$ cat src/rtl/dmem_arbiter.sv
// Two-port arbiter/sequencer for the shared 32x8 data memory: one access per
// three cycles (IDLE grant, ACCESS drive memory, DONE acknowledge).

module dmem_arbiter_lane #(
    parameter int DATA_W = 8
) (
    input  logic              Clk,
    input  logic              Reset,
    input  logic              sel,
    input  logic              in_access,
    input  logic              in_done,
    input  logic [DATA_W-1:0] mem_rd,
    output logic              ack,
    output logic [DATA_W-1:0] rdata
);
    // Read data is captured even for writes, giving read-before-write for free.
    always_ff @(posedge Clk) begin
        if (Reset)                 rdata <= '0;
        else if (in_access && sel) rdata <= mem_rd;
    end

    assign ack = in_done & sel & ~Reset;
endmodule

module dmem_arbiter #(
    parameter int ADDR_W      = 5,
    parameter int DATA_W      = 8,
    parameter int ROUND_ROBIN = 1
) (
    input  logic              Clk,
    input  logic              Reset,
    input  logic              Req0,
    input  logic              We0,
    input  logic [ADDR_W-1:0] Addr0,
    input  logic [DATA_W-1:0] Wdata0,
    output logic              Ack0,
    output logic [DATA_W-1:0] Rdata0,
    input  logic              Req1,
    input  logic              We1,
    input  logic [ADDR_W-1:0] Addr1,
    input  logic [DATA_W-1:0] Wdata1,
    output logic              Ack1,
    output logic [DATA_W-1:0] Rdata1,
    output logic              Mem_We,
    output logic [ADDR_W-1:0] Mem_Address,
    output logic [DATA_W-1:0] Mem_Data_in,
    input  logic [DATA_W-1:0] Mem_Data_out,
    output logic              Busy
);
    localparam int NUM_PORTS = 2;

    typedef enum logic [1:0] {IDLE, ACCESS, DONE} state_t;

    state_t state, state_nxt;

    logic [NUM_PORTS-1:0]             req_v, we_v, sel_v, ack_v;
    logic [NUM_PORTS-1:0][ADDR_W-1:0] addr_v;
    logic [NUM_PORTS-1:0][DATA_W-1:0] wdata_v, rdata_v;

    logic              gnt_id;
    logic              lat_id, lat_we, last_gnt;
    logic [ADDR_W-1:0] lat_addr;
    logic [DATA_W-1:0] lat_wdata;
    logic              in_access, in_done;

    assign req_v   = {Req1, Req0};
    assign we_v    = {We1, We0};
    assign addr_v  = {Addr1, Addr0};
    assign wdata_v = {Wdata1, Wdata0};

    always_ff @(posedge Clk) begin
        if (Reset) state <= IDLE;
        else       state <= state_nxt;
    end

    always_comb begin
        state_nxt = state;
        case (state)
            IDLE:    if (|req_v) state_nxt = ACCESS;
            ACCESS:  state_nxt = DONE;
            DONE:    state_nxt = IDLE;
            default: state_nxt = IDLE;
        endcase
    end

    // On a tie the round-robin pointer favours the port not granted last.
    always_comb begin
        gnt_id = 1'b0;
        if (req_v == 2'b10)
            gnt_id = 1'b1;
        else if (req_v == 2'b11 && ROUND_ROBIN != 0)
            gnt_id = ~last_gnt;
    end

    always_ff @(posedge Clk) begin
        if (Reset) begin
            lat_id    <= 1'b0;
            lat_we    <= 1'b0;
            lat_addr  <= '0;
            lat_wdata <= '0;
            last_gnt  <= 1'b1;
        end else begin
            if (state == IDLE && |req_v) begin
                lat_id    <= gnt_id;
                lat_we    <= we_v[gnt_id];
                lat_addr  <= addr_v[gnt_id];
                lat_wdata <= wdata_v[gnt_id];
            end
            if (state == DONE) last_gnt <= lat_id;
        end
    end

    always_comb begin
        in_access = (state == ACCESS);
        in_done   = (state == DONE);
        Busy      = (state != IDLE);
        Mem_We    = in_access && lat_we && !Reset;
    end

    // Address/data only change on a grant, so they hold outside ACCESS.
    assign Mem_Address = lat_addr;
    assign Mem_Data_in = lat_wdata;
    assign sel_v       = lat_id ? 2'b10 : 2'b01;

    for (genvar i = 0; i < NUM_PORTS; i++) begin : g_lane
        dmem_arbiter_lane #(.DATA_W(DATA_W)) u_lane (
            .Clk       (Clk),
            .Reset     (Reset),
            .sel       (sel_v[i]),
            .in_access (in_access),
            .in_done   (in_done),
            .mem_rd    (Mem_Data_out),
            .ack       (ack_v[i]),
            .rdata     (rdata_v[i])
        );
    end

    assign Ack0   = ack_v[0];
    assign Ack1   = ack_v[1];
    assign Rdata0 = rdata_v[0];
    assign Rdata1 = rdata_v[1];
endmodule

$ cat config.mk
export PLATFORM = sky130hd
export DESIGN_NAME = dmem_arbiter
export DESIGN_NICKNAME = d
export VERILOG_FILES = /design/src/rtl/dmem_arbiter.sv
export SDC_FILE = /design/constraint.sdc
export NUM_CORES = 1
export LEC_CHECK = 0
export ABC_CLOCK_PERIOD_IN_PS = 2300
export CAP_MARGIN = 20
export CORE_MARGIN = 2
export CORE_UTILIZATION = 42
export DETAILED_ROUTE_END_ITERATION = 8
export PLACE_DENSITY = 0.88
export SLEW_MARGIN = 20
export SYNTH_ARGS = -nofsm -noshare
export SYNTH_HDL_FRONTEND = slang
export SYNTH_SLANG_ARGS = --single-unit
$ cat constraint.sdc
create_clock -name Clk -period 2.3 [get_ports Clk]
set_input_delay 0.46 -clock Clk [delete_from_list [all_inputs] [get_ports Clk]]
set_output_delay 0.46 -clock Clk [all_outputs]
set_load 0.01 [all_outputs]
After elaboration in Yosys (flattened, before gate mapping)
Index checks and enable logic that the tools add are counted.
{"block": "totals", "input_bits": 40, "output_inout_bits": 33, "regBits": 34}
{"block": "classes", "n_reduce_logical": 9, "mux": 11, "eq_ne": 5, "magnitude_cmp": 1, "bitwise_logic": 6}
{"op": "$mux 8", "count": 2}
{"op": "$mux 5", "count": 2}
{"op": "$eq 2x2->1 const B", "count": 3}
{"op": "$logic_and 1x1->1", "count": 5}
{"op": "$and 1x1->1", "count": 4}
{"op": "$mux 1", "count": 4}
{"op": "$mux 2", "count": 2}
{"op": "$pmux 2 s2", "count": 1}
{"op": "$eq 2x1->1 const B", "count": 1}
{"op": "$logic_not 2->1", "count": 1}
{"op": "$lt 1x2->1 const B", "count": 1}
{"op": "$ne 2x1->1 const B", "count": 1}
{"op": "$not 1->1", "count": 2}
{"op": "$reduce_bool 2->1", "count": 1}
{"op": "$reduce_or 2->1", "count": 1}
{"op": "$logic_not 1->1", "count": 1}

Logic depth before layout (Yosys ltp)
Gate-level depths: netlist of the first run.
{"block": "depth", "word_depth": 5, "ltp_mapped": 5}

Modules after synthesis
A second synthesis of the first run with hierarchy kept.
{"block": "unflattened", "hier_cells": 176, "hier_area_um2": 1615.3}
{"mod": "dmem_arbiter", "cells_each": 100, "instances": 1, "seq_area_each_um2": 360.3, "area_per_inst_um2": 867.1}
{"mod": "dmem_arbiter_lane", "cells_each": 38, "instances": 2, "seq_area_each_um2": 160.2, "area_per_inst_um2": 374.1}

Worst setup path before layout of the first run
No wires, ideal clock.
{"block": "synth_path", "path_type": "input port to output port", "startpoint": "input port Reset", "endpoint": "output port Ack1", "path_slack_ns": 0.668, "required_time_ns": 1.840, "cell_stages": 3, "n_path_buf": 2, "arrival_time_ns": 1.172, "cell_sequence": "clkbuf_1 clkbuf_1 nor3b_1"}
{"block": "synth_via", "elab_chain_len": 2}
{"item": "start, declared", "line": "31", "rtl": "input logic Reset,"}
{"item": "$not 1->1", "line": "22", "rtl": "assign ack = in_done & sel & ~Reset;"}
{"item": "$and 1x1->1", "line": "22"}
{"item": "end, declared", "line": "42", "rtl": "output logic Ack1,"}
Every way passes these cells.

Worst setup path after layout of the first run
{"block": "layout_path", "startpoint": "input port Reset", "endpoint": "output port Ack0"}
{"block": "layout_via", "elab_chain_len": 2}
{"item": "$not 1->1", "line": "22"}
{"item": "$and 1x1->1", "line": "22"}
{"item": "end, declared", "line": "36", "rtl": "output logic Ack0,"}
Every way passes these cells.

==> impl_metrics.py, run 1 <==
metrics = {
    "outcome": {
        "status": "finished clean",
    },
    "power": {
        "power.share.clock": 0.253,
        "p_total_w": 0.001324,
        "p_leak_nw": 0.9365,
        "intPower_w": 0.0009727,
        "powerDensity_nw_per_um2": 590.1,
        "switchingPower_w": 0.0003517,
        "p_comb_frac": 0.248,
        "vdd_ir_drop_max_mv": 0.3478,
        "swShare": 0.2656,
        "seq_power_share": 0.499,
    },
    "finish": {
        "nets": 266,
        "area_growth_pct": 54.65,
        "drive_gt1_frac": 0.09251,
        "diodes": 0,
        "fillers": 291,
        "final_area_um2": 2245,
    },
    "sta": {
        "period_needed_ps": 2022,
        "setup_viol_count_final": 0,
        "final-max-slew-violation-count": 0,
        "fin_crit_sh": 0.8791,
        "whs_ps": 499.9,
        "grt_setup_unrepaired": "no",
        "finClkSkew_ps": 2.160,
        "tightestPinTransition_ps": 556.0,
        "hold_viol": 0,
        "slew_headroom": 0.6282,
        "clock.fmax_mhz": 494.6,
    },
    "setup_path": {
        "ff2ff_path_depth": 3,
        "worstSetupPathType": "in2out",
        "endpoint_kind": "primary output",
        "path_cells": "clkdlybuf4s50_1, buf_4, nor3_1, dlygate4sd2_1",
        "cp_max_fo": 3,
        "slowest_stage": "clkdlybuf4s50_1",
        "required_ps": 1840,
        "startpoint_type": "input pin",
        "crit_path_max_incr_delay_ps": 460,
        "critical_path_arrival_ps": 1560,
    },
    "logic_synthesis": {
        "synth-edff-count": 0,
        "synth_ff_type": "dfxtp_1",
        "avgSynthCellArea_um2": 9.425,
        "yosys-top-cells-count": "34 x dfxtp_1, 29 x nand2_1, 17 x mux2i_1, 17 x nor2_1",
        "synth_area_um2": 1451,
        "synth_largest_area_cell": "dfxtp_1",
        "ys.warnings.count": 0,
        "yosysSeqAreaShare": 0.4690,
        "yosysUniqueCellTypes": 23,
        "synth.top_cell.area_share": 0.4690,
        "synth_most_common_cell": "dfxtp_1",
        "syn_inst": 154,
        "syn_nets": 194,
        "ys_ff_latch": 34,
        "synthArstFlopShare": 0,
        "synthTopCellsByArea": "dfxtp_1 47%, mux2i_1 12%, a311oi_1 7.8%",
    },
    "floorplanning": {
        "core-area_um2": 3337,
        "io-pin-count": 73,
        "dieArea_um2": 3942,
        "num_rows": 21,
        "die_w_um": 62.79,
        "dieHeight_um": 62.79,
        "start_util": 0.4349,
    },
    "place": {
        "io_buffers": 72,
        "placed_area_um2": 2176,
        "gp_congestion": 0.6864,
        "dp_hpwl_mm": 2.474,
    },
    "global_route": {
        "grt-ovfl-total": 0,
        "grt_pass1_vias": 1349,
        "grt_max_degree": 20,
        "grt_pass1_wl_mm": 6.044,
        "grt_usage": 0.1958,
        "antenna_found_initial": 0,
    },
    "clock_tree": {
        "clk_latency_ps": 330,
        "cts.htree.levels": 2,
        "path_clk_slew_ps": 90,
        "max-clock-path-buffers": 2,
        "root_buffer": "clkbuf_4",
        "postCtsHoldBufs": 0,
        "numCtsBuffers": 5,
        "cts.sinks": 34,
        "cts_tree": "built",
        "cts_setup_buffers": 0,
    },
    "worst_hold_path": {
        "hp-class": "reg2reg",
        "holdPathStages": 2,
    },
    "flow_run": {
        "cap_violations": 0,
    },
    "route": {
        "wire_per_inst_um": 12.22,
        "drc_errors": 0,
        "via_per_inst": 4.897,
        "num_vias": 1337,
        "drtIter0Drc": 53,
        "drt_pre_antenna_iters": 7,
        "ant_nets": 0,
        "drt-total-wl_mm": 3.336,
    },
}
[flip-flops by register name, summed over array words and instances (netlist names)]
name,count
g_lane.u_lane.rdata,16
Mem_Data_in,8
Mem_Address,5
state,2
last_gnt,1
lat_id,1
lat_we,1
[layer usage]
layer	GRT usage	routed length, µm
met2	0.3387	1605
met3	0.09369	278
met5	0	0
met4	0.05000	44
met1	0.2149	1408
[worst max-delay path, delay by kind of cell]
family	cells	cell delay, ps
buffers and inverters	3	930
AND/OR/NAND/NOR	1	170
[repair_timing]
item,in CTS,in global routing
gates resized for setup,2,2
setup endpoints to repair,2,2
pin swaps,0,0
cloned,0,0
[final timing paths]
check / endpoint / start / slack, ps
max: Ack0 / Reset / 280
min: g_lane[0].u_lane.rdata[0] / g_lane[0].u_lane.rdata[0] / 500
max reg2reg: g_lane[1].u_lane.rdata[7] / state[1] / 950
min reg2reg: g_lane[0].u_lane.rdata[0] / g_lane[0].u_lane.rdata[0] / 500
[area by class of cell]
cell class | instances | area, µm² | area share
repair buffers | 77 | 762.0 | 0.3395
clock inverters | 1 | 5.005 | 0.002230
clock buffers | 7 | 55.05 | 0.02453
well taps | 46 | 57.56 | 0.02564
multi-input cells | 107 | 680.7 | 0.3032
flip-flops and latches | 34 | 680.7 | 0.3032
inverters | 1 | 3.754 | 0.001672
[power by group through the flow]
stage | clock network, W | registers [W] | logic, W
floorplan | 0 | 0.000690 | 0.000147
global placement | 0 | 0.000673 | 0.000329
detailed placement | 0 | 0.000675 | 0.000332
CTS | 0.000347 | 0.000662 | 0.000333
global route | 0.000388 | 0.000669 | 0.000362
finish | 0.000335 | 0.000661 | 0.000329
[cells in the final DEF (no fill, tap or decap), drive strengths merged, types with 2 or more instances in the layout]
cell           count
a21oi             15
a311oi            14
buf                5
clkbuf             7
clkdlybuf4s50     69
dfxtp             34
dlymetal6s2s       2
mux2i             17
nand2             29
nand2b             2
nor2              19
nor3               2
nor3b              3
[through the flow]
stage,TNS [ps],util,cells,setup slack [ps]
after global placement,-30.00,0.6520,265,-30.00
after floorplan,0,-,154,668.4
after global routing,0,0.6727,273,194.8
after CTS,0,0.6712,273,6.185
final,0,0.6727,273,278.1
after detailed placement,-45.19,0.6520,265,-37.36
[cells by family (layout without fill, tap and decap cells)]
group	Yosys count	after routing	share of synthesized area
mux	17	17	0.1172
simple gates	58	58	0.1793
buf+inv	13	86	0.06551
flops	34	34	0.4690
compound gates	32	32	0.1690
Note: power is estimated with default switching activity, not from simulation.
==> run 2: changes to the inputs <==
CAP_MARGIN = not set   (was 20)
==> results of run 2 <==
The final DEF is identical to that of run 1; final timing and power are the same.
